$ cat config.mk
export PLATFORM = sky130hd
export DESIGN_NAME = core_run_ctrl
export DESIGN_NICKNAME = d
export VERILOG_FILES = /design/src/rtl/core_run_ctrl_pkg.sv /design/src/rtl/core_run_ctrl_rst_hold_timer.sv /design/src/rtl/core_run_ctrl.sv
export SDC_FILE = /design/constraint.sdc
export NUM_CORES = 1
export LEC_CHECK = 0
export CORE_ASPECT_RATIO = 0.75
export CORE_UTILIZATION = 38
export DETAILED_ROUTE_END_ITERATION = 6
export GPL_TIMING_DRIVEN = 0
export SLEW_MARGIN = 20
export SYNTH_ARGS = -nofsm -noshare
export SYNTH_HDL_FRONTEND = slang
export SYNTH_SLANG_ARGS = --single-unit
$ cat constraint.sdc
create_clock -name clk -period 2.6 [get_ports clk]
set_input_delay 0.52 -clock clk [delete_from_list [all_inputs] [get_ports clk]]
set_output_delay 0.52 -clock clk [all_outputs]
set_load 0.01 [all_outputs]
$ cat src/rtl/core_run_ctrl_pkg.sv
// Shared state encoding and default widths for the rvmyth run controller.
// Pure definitions, no logic.
package core_ctrl_pkg;

    localparam int ST_W      = 3;
    localparam int CNT_W_DEF = 4;
    localparam int CYC_W_DEF = 8;

    typedef enum logic [ST_W-1:0] {
        S_IDLE  = 3'd0,
        S_HOLD  = 3'd1,
        S_RUN   = 3'd2,
        S_PAUSE = 3'd3,
        S_DONE  = 3'd4
    } state_e;

endpackage

$ cat src/rtl/core_run_ctrl_rst_hold_timer.sv
// Reset-hold down-counter: load sets HOLD_CYC-1, decrement stops at zero.
// Latency: zero_o is registered state; no backpressure (always accepts load/dec).
module rst_hold_timer #(
    parameter int HOLD_CYC = 2
) (
    input  logic clk_i,
    input  logic rst_n_i,
    input  logic load_i,
    input  logic dec_i,
    output logic zero_o
);

    localparam int W = $clog2(HOLD_CYC) + 1;
    localparam logic [W-1:0] LOAD_VAL = W'(HOLD_CYC - 1);

    logic [W-1:0] cnt_q, cnt_d;

    always_comb begin
        cnt_d = cnt_q;
        if (load_i) begin
            cnt_d = LOAD_VAL;
        end else if (dec_i && (cnt_q != '0)) begin
            cnt_d = cnt_q - W'(1);
        end
    end

    always_ff @(posedge clk_i) begin
        if (!rst_n_i) begin
            cnt_q <= '0;
        end else begin
            cnt_q <= cnt_d;
        end
    end

    assign zero_o = (cnt_q == '0);

endmodule

$ cat src/rtl/core_run_ctrl.sv
// Run/sequence controller for the rvmyth counter core; optional STEP_EN adds single-step in PAUSE.
// Latency: core_en is combinational on stop/pause/match; state, cycles and done are registered. No backpressure.
module core_run_ctrl
    import core_ctrl_pkg::*;
#(
    parameter int CNT_W    = CNT_W_DEF,
    parameter int CYC_W    = CYC_W_DEF,
    parameter int HOLD_CYC = 2
) (
    input  logic             clk,
    input  logic             rst,
    input  logic             start,
    input  logic             stop,
    input  logic             pause,
    input  logic             step,
    input  logic [CYC_W-1:0] run_len,
    input  logic             match_en,
    input  logic [CNT_W-1:0] target,
    input  logic [CNT_W-1:0] count,
    output logic             core_rst,
    output logic             core_en,
    output logic             busy,
    output logic             done,
    output logic [CYC_W-1:0] cycles,
    output logic [ST_W-1:0]  state
);

    state_e             state_q, state_d;
    logic [CYC_W-1:0]   run_len_q, run_len_d;
    logic [CYC_W-1:0]   cycles_q, cycles_d;
    logic [CNT_W-1:0]   target_q, target_d;
    logic               match_en_q, match_en_d;
    logic               done_q, done_d;
    logic               tmr_load, tmr_dec, tmr_zero;
    logic               accept, match_hit, len_hit, step_rise;

`ifdef STEP_EN
    logic step_q;

    always_ff @(posedge clk) begin
        if (!rst) begin
            step_q <= 1'b0;
        end else begin
            step_q <= step;
        end
    end

    assign step_rise = step & ~step_q;
`else
    logic unused_step;
    assign unused_step = step;
    assign step_rise   = 1'b0;
`endif

    rst_hold_timer #(.HOLD_CYC(HOLD_CYC)) u_hold (
        .clk_i   (clk),
        .rst_n_i (rst),
        .load_i  (tmr_load),
        .dec_i   (tmr_dec),
        .zero_o  (tmr_zero)
    );

    assign match_hit = match_en_q && (count == target_q);

    always_comb begin
        state_d    = state_q;
        run_len_d  = run_len_q;
        match_en_d = match_en_q;
        target_d   = target_q;
        cycles_d   = cycles_q;
        core_rst   = 1'b1;
        core_en    = 1'b0;
        busy       = 1'b0;
        tmr_load   = 1'b0;
        tmr_dec    = 1'b0;
        accept     = 1'b0;
        len_hit    = 1'b0;

        case (state_q)
            S_IDLE: begin
                if (start) begin
                    accept  = 1'b1;
                    state_d = S_HOLD;
                end
            end
            S_HOLD: begin
                busy    = 1'b1;
                tmr_dec = 1'b1;
                if (stop) begin
                    state_d = S_DONE;
                end else if (tmr_zero) begin
                    state_d = S_RUN;
                end
            end
            S_RUN: begin
                core_rst = 1'b0;
                busy     = 1'b1;
                core_en  = !stop && !pause && !match_hit;
                len_hit  = (run_len_q != '0) && core_en && ((cycles_q + CYC_W'(1)) == run_len_q);
                if (stop || match_hit || len_hit) begin
                    state_d = S_DONE;
                end else if (pause) begin
                    state_d = S_PAUSE;
                end
            end
            S_PAUSE: begin
                core_rst = 1'b0;
                busy     = 1'b1;
                // A step cycle is treated like a RUN cycle for the terminal checks.
                core_en  = step_rise && !stop && !match_hit;
                len_hit  = (run_len_q != '0) && core_en && ((cycles_q + CYC_W'(1)) == run_len_q);
                if (stop || match_hit || len_hit) begin
                    state_d = S_DONE;
                end else if (!pause) begin
                    state_d = S_RUN;
                end
            end
            S_DONE: begin
                core_rst = 1'b0;
                if (start) begin
                    accept  = 1'b1;
                    state_d = S_HOLD;
                end
            end
            default: begin
                state_d = S_IDLE;
            end
        endcase

        if (accept) begin
            run_len_d  = run_len;
            match_en_d = match_en;
            target_d   = target;
            cycles_d   = '0;
            tmr_load   = 1'b1;
        end else if (core_en && (cycles_q != '1)) begin
            cycles_d = cycles_q + CYC_W'(1);
        end

        done_d = (state_d == S_DONE) && (state_q != S_DONE);
    end

    always_ff @(posedge clk) begin
        if (!rst) begin
            state_q    <= S_IDLE;
            run_len_q  <= '0;
            match_en_q <= 1'b0;
            target_q   <= '0;
            cycles_q   <= '0;
            done_q     <= 1'b0;
        end else begin
            state_q    <= state_d;
            run_len_q  <= run_len_d;
            match_en_q <= match_en_d;
            target_q   <= target_d;
            cycles_q   <= cycles_d;
            done_q     <= done_d;
        end
    end

    assign done   = done_q;
    assign cycles = cycles_q;
    assign state  = state_q;

endmodule

Word-level counts from Yosys, hierarchy flattened
Cells that the tools add are included.
{"block": "word_totals", "output_inout_bits": 15, "word_cells": 60, "input_bits": 23, "ff_bits": 27}
{"block": "classes", "mux": 17, "eq_ne": 9, "reduce_logical": 23, "bitwise": 1, "n_addsub": 2}
{"cell": "$mux 3", "n": 7}
{"cell": "$pmux 3 s4", "n": 1}
{"cell": "$mux 1", "n": 9}
{"cell": "$add 8x1->8 const B", "n": 1}
{"cell": "$eq 8x8->1", "n": 1}
{"cell": "$logic_and 1x1->1", "n": 8}
{"cell": "$ne 8x8->1 const B", "n": 1}
{"cell": "$reduce_bool 8->1", "n": 1}
{"cell": "$eq 3x2->1 const B", "n": 2}
{"cell": "$eq 3x3->1 const B", "n": 2}
{"cell": "$reduce_or 2->1", "n": 3}
{"cell": "$reduce_or 3->1", "n": 2}
{"cell": "$eq 4x4->1", "n": 1}
{"cell": "$reduce_bool 2->1", "n": 2}
{"cell": "$eq 3x1->1 const B", "n": 1}
{"cell": "$logic_not 1->1", "n": 3}
{"cell": "$logic_not 3->1", "n": 1}
{"cell": "$ne 3x3->1 const B", "n": 1}
{"cell": "$logic_not 2->1", "n": 1}
{"cell": "$logic_or 1x1->1", "n": 2}
{"cell": "$sub 2x1->2 const B", "n": 1}
{"cell": "$not 1->1", "n": 1}

Depth between registers and ports, before layout
{"block": "depth", "depth_word": 11, "depth_mapped": 7, "ltp_nobuf": 7}

By module
Synthesis repeated with hierarchy kept, for this count alone.
{"block": "unflattened", "cells_unflattened": 185, "area_unflattened_um2": 1520.2}
{"module": "core_run_ctrl", "area_each_um2": 1392.6, "seq_area_each_um2": 500.5, "instances": 1, "cells_each": 173}
{"module": "rst_hold_timer", "area_each_um2": 127.6, "seq_area_each_um2": 40.0, "instances": 1, "cells_each": 12}

Least setup slack after synthesis
OpenSTA, ideal clock, no wires.
{"block": "synth_timing", "kind": "register -> register", "from": "register cycles_q[0] (netlist: cycles[0])", "to": "register state_q[1] (netlist: state[1])", "t_required_ns": 2.484, "stages_incl_launch_ff": 7, "arrival_ns": 1.951, "synth_period_minus_slack_ns": 2.067, "setup_ns": 0.116, "setup_slack_ns": 0.533, "path_buffers": 0, "cell_sequence": "dfxtp_1 ha_1 xor3_1 nor4_1 nand4_1 o41a_1 a31o_2"}
{"block": "synth_via", "elab_chain_cells": 6}
{"item": "from (decl)", "line_no": "core_run_ctrl.sv:30", "text": "logic [CYC_W-1:0] cycles_q, cycles_d;"}
{"item": "from (signal assigned)", "line_no": "core_run_ctrl.sv:156", "text": "cycles_q <= cycles_d;"}
{"item": "$add 8x1->8", "line_no": "core_run_ctrl.sv:99", "text": "len_hit = (run_len_q != '0) && core_en && ((cycles_q + CYC_W'(1)) == run_len_q);"}
{"item": "$eq 8x8->1"}
{"item": "$logic_and 1x1->1", "line_no": "core_run_ctrl.sv:99"}
{"item": "$logic_or 1x1->1", "line_no": "core_run_ctrl.sv:100", "text": "if (stop || match_hit || len_hit) begin"}
{"item": "$mux 3", "line_no": "core_run_ctrl.sv:100"}
{"item": "$pmux 3 s4", "line_no": "core_run_ctrl.sv:79", "text": "case (state_q)"}
{"item": "to (signal assigned)", "line_no": "core_run_ctrl.sv:152", "text": "state_q <= state_d;"}
{"item": "to (decl)", "line_no": "core_run_ctrl.sv:28", "text": "state_e state_q, state_d;"}
Every way passes these cells.
A chain may end at the register's enable or synchronous reset.

Final worst setup path
{"block": "layout_timing", "from": "input port pause", "to": "output port core_en"}
{"block": "layout_via", "elab_chain_cells": 4}
{"item": "from (decl)", "line_no": "core_run_ctrl.sv:14", "text": "input logic pause,"}
{"item": "$logic_not 1->1"}
{"item": "$logic_and 1x1->1 (2 in a row)", "line_no": "core_run_ctrl.sv:98", "text": "core_en = !stop && !pause && !match_hit;"}
{"item": "$mux 1", "line_no": "core_run_ctrl.sv:79"}
{"item": "to (decl)", "line_no": "core_run_ctrl.sv:21", "text": "output logic core_en,"}
Every way passes these cells.

==> summary.md <==
| Metric | Value |
|---|---|
| Worst path required time | 2.08 ns |
| Overall Power | 849 uW |
| Crit-path cells | clkdlybuf4s50_1, or3_1, a311o_2, clkinv_2, clkbuf_2 |
| Remaining Overflow, GRT | 0 |
| Hold-fix buffers, CTS | 0 |
| Pin count of the biggest net entering global routing | 16 |
| Final clock skew | 0.00251 ns |
| Clk slew on worst S/H paths | 0.09 ns |
| Cell family with most CP delay | buffers and inverters |
| Share of cells above drive strength 1 | 0.0676 |
| Vias in the first global route | between 1000 and 1500 |
| Status | completed |
| DR DRC count | 0 |
| Initial core utilization | 0.403 |
| CTS root buffer | clkbuf_8 |
| Net count, final | 248 |
| Rel. slew slack | 0.503 |
| Final wirelength | 3.89 mm |
| Core Area | 3730 um^2 |
| Die X | 74.7 um |
| Asr flop ratio synth | 0 |
| Final Hold Viols | 0 |
| Yosys warnings | 0 |
| Max-Cap Viols | 0 |
| Number of synthesized register bits | 27 |
| Kind of critical path | primary input to output port |
| Synth cell types | 49 |
| Critical path fanouts, max | 8 |
| Syn nets | 206 |
| Die area | 4220 um^2 |
| Slew Limit Fails | 0 |
| VDD IR-drop max | 0.232 mV |
| RSZ-0062 raised after global routing | no |
| Finished Cell Area | ~2000 um^2 |
| Max Root-Sink Buffers | 2 |
| RePlAce Congestion | 0.851 |
| Row count | 19 |
| Primary FF master, synth | dfxtp_1 |
| PortBufs | 36 |
| Post-DRT Antenna Nets | 0 |
| HP Class | register to register |
| CTS tree | built |
| CP startpoint kind | primary input |
| HPWL Detailed | 3.01 mm |
| Setup TNS | 0 ns |
| Slowest cell delay on critical path | approximately 0.44 ns |
| # diodes | 0 |
| Tmin final | between 2 and 2.5 ns |
| Antenna violations before repair | 0 |
| Slowest-stage cell, CP | clkdlybuf4s50_1 |
| Starting DRT DRC Count | around 110 |
| Vias | 1464 |
| Seq/Total Area, Yosys | 0.359 |
| I/O pins | 38 |
| Crit share post-route | 0.946 |
| PwrDens | 428 nW/um^2 |
| Avg Vias per Cell | 5.34 |
| Fmax | between 400 and 500 MHz |
| Post-synth EDFFs | 0 |
| Leakage Power | 0.699 nW |
| H-tree depth | 1 |
| Slew @ Worst Pin | 0.735 ns |
| Post-Route Utilization | 0.532 |
| Clk_lat worst skew | 0.27 ns |
| Wire per inst | around 14 um |
| Synthesized cell area | 1510 um^2 |
| GR Util All Layers | 0.203 |
| Final Setup Violations | 0 |
| Sink Count | 27 |
| Crit. End Element | output port |
| Total CTS buffers | 3 |
| Hold WS | 0.481 ns |
| Crit path DAT | between 1.5 and 2 ns |
| DRT Pass-1 Iters | 4 |
| Die Y-Extent | 56.5 um |
| Synth Instances | about 180 |
| Avg Cell Area, Syn | 8.32 um^2 |
| Syn-to-layout area delta | 31.9% |
| First-pass GRT wire length | 6.58 mm |
| Buf+Inv Stages, Crit Path | 3 |
| Post-Place Cell Area | 1930 um^2 |
==> cell usage in the layout, fill, tap and decap left out, types with 6 or more instances in the layout <==
cell type / n
o21ai_0: 6
clkdlybuf4s50_1: 35
xnor2_1: 9
a21oi_1: 6
nor2_1: 9
dfxtp_1: 27
clkbuf_1: 7
nand2_1: 33
a21boi_0: 14
inv_1: 6
==> sequential cells by signal, summed over array words and instances, names as in the netlist <==
signal        count
cycles            8
done              1
target_q          4
run_len_q         8
state             3
match_en_q        1
u_hold.cnt_q      2
==> report_power, final <==
group          leakage, nW  internal [mW]  switching, mW
clock               0.0255          0.107          0.133
sequential           0.220          0.432         0.0208
combinational        0.454         0.0845         0.0715
==> what timing repair did <==
action                                  in CTS  in global routing
endpoints found under the setup margin       1                  1
pin swaps                                    1                  0
setup buffers                                1                  0
resized for setup                            3                  2
==> tightest hold or removal path, stage by stage, from the launching register on <==
cell and delay (ns):
dfxtp_1 0.33, nand2_1 0.05, a21boi_0 0.06
==> final timing paths <==
| check | start | end | slack, ns | cells past startpoint |
|---|---|---|---|---|
| setup reg to reg | cycles[0] | state[1] | 0.28 | 6 |
| setup / recovery | pause | core_en | 0.14 | 5 |
| hold / removal | target_q[1] | target_q[1] | 0.48 | 2 |
| hold reg to reg | target_q[1] | target_q[1] | 0.48 | 2 |
==> per-stage QoR <==
| stage | cells | setup WS [ns] |
|---|---|---|
| after global placement | 269 | -0.549 |
| after floorplan | 181 | 0.533 |
| after CTS | 274 | 0.0122 |
| final | 274 | 0.140 |
| after global routing | 274 | 0.0907 |
| after detailed placement | 269 | -0.524 |
==> synth_stat cells (2+ instances only) <==
master,count,area (um^2)
a21boi_0,14,105
a21oi_1,6,30.0
a311oi_1,3,26.3
a31oi_1,4,25.0
and2_1,2,12.5
and2b_1,2,15.0
and3_1,3,18.8
clkbuf_1,7,26.3
dfxtp_1,27,541
ha_1,2,25.0
inv_1,6,22.5
nand2_1,33,124
nand2b_1,2,12.5
nand3_1,4,20.0
nand4_1,4,25.0
nor2_1,9,33.8
nor4_1,4,25.0
o21ai_0,6,30.0
or3_1,2,12.5
xnor2_1,9,78.8
xor2_1,4,35.0
==> routing by layer <==
layer	global-route usage	vias up	share of wire	routed length [um]
met3	0.0449	2	0.052	202
met5	0	-	0	0
li1	-	737	-	-
met1	0.300	675	0.51	1970
met2	0.304	50	0.44	1700
met4	0.0350	0	0.0044	17
==> cells by family (layout without fill, tap and decap cells) <==
family	count (synthesis)	in the layout	synth area share
muxes	1	1	0.00665
and+or+nand+nor	74	74	0.249
adders and majority gates	2	2	0.0166
AOI/OAI and AO/OA	48	48	0.234
DFF	27	27	0.359
xor gates and xnor gates	14	14	0.0914
buffers and inverters	15	56	0.0424
==> layout make-up <==
| type | instances | area [um^2] |
|---|---|---|
| clock inverters | 1 | 5.00 |
| well taps | 52 | 65.1 |
| plain buffers | 8 | 37.5 |
| fillers | 369 | 1750 |
| clock buffers | 3 | 41.3 |
| multi-input cells | 139 | 906 |
| flip-flops and latches | 27 | 541 |
| repair buffers | 37 | 363 |
| inverters | 7 | 27.5 |
No activity file was read; power rests on OpenSTA's default activity.
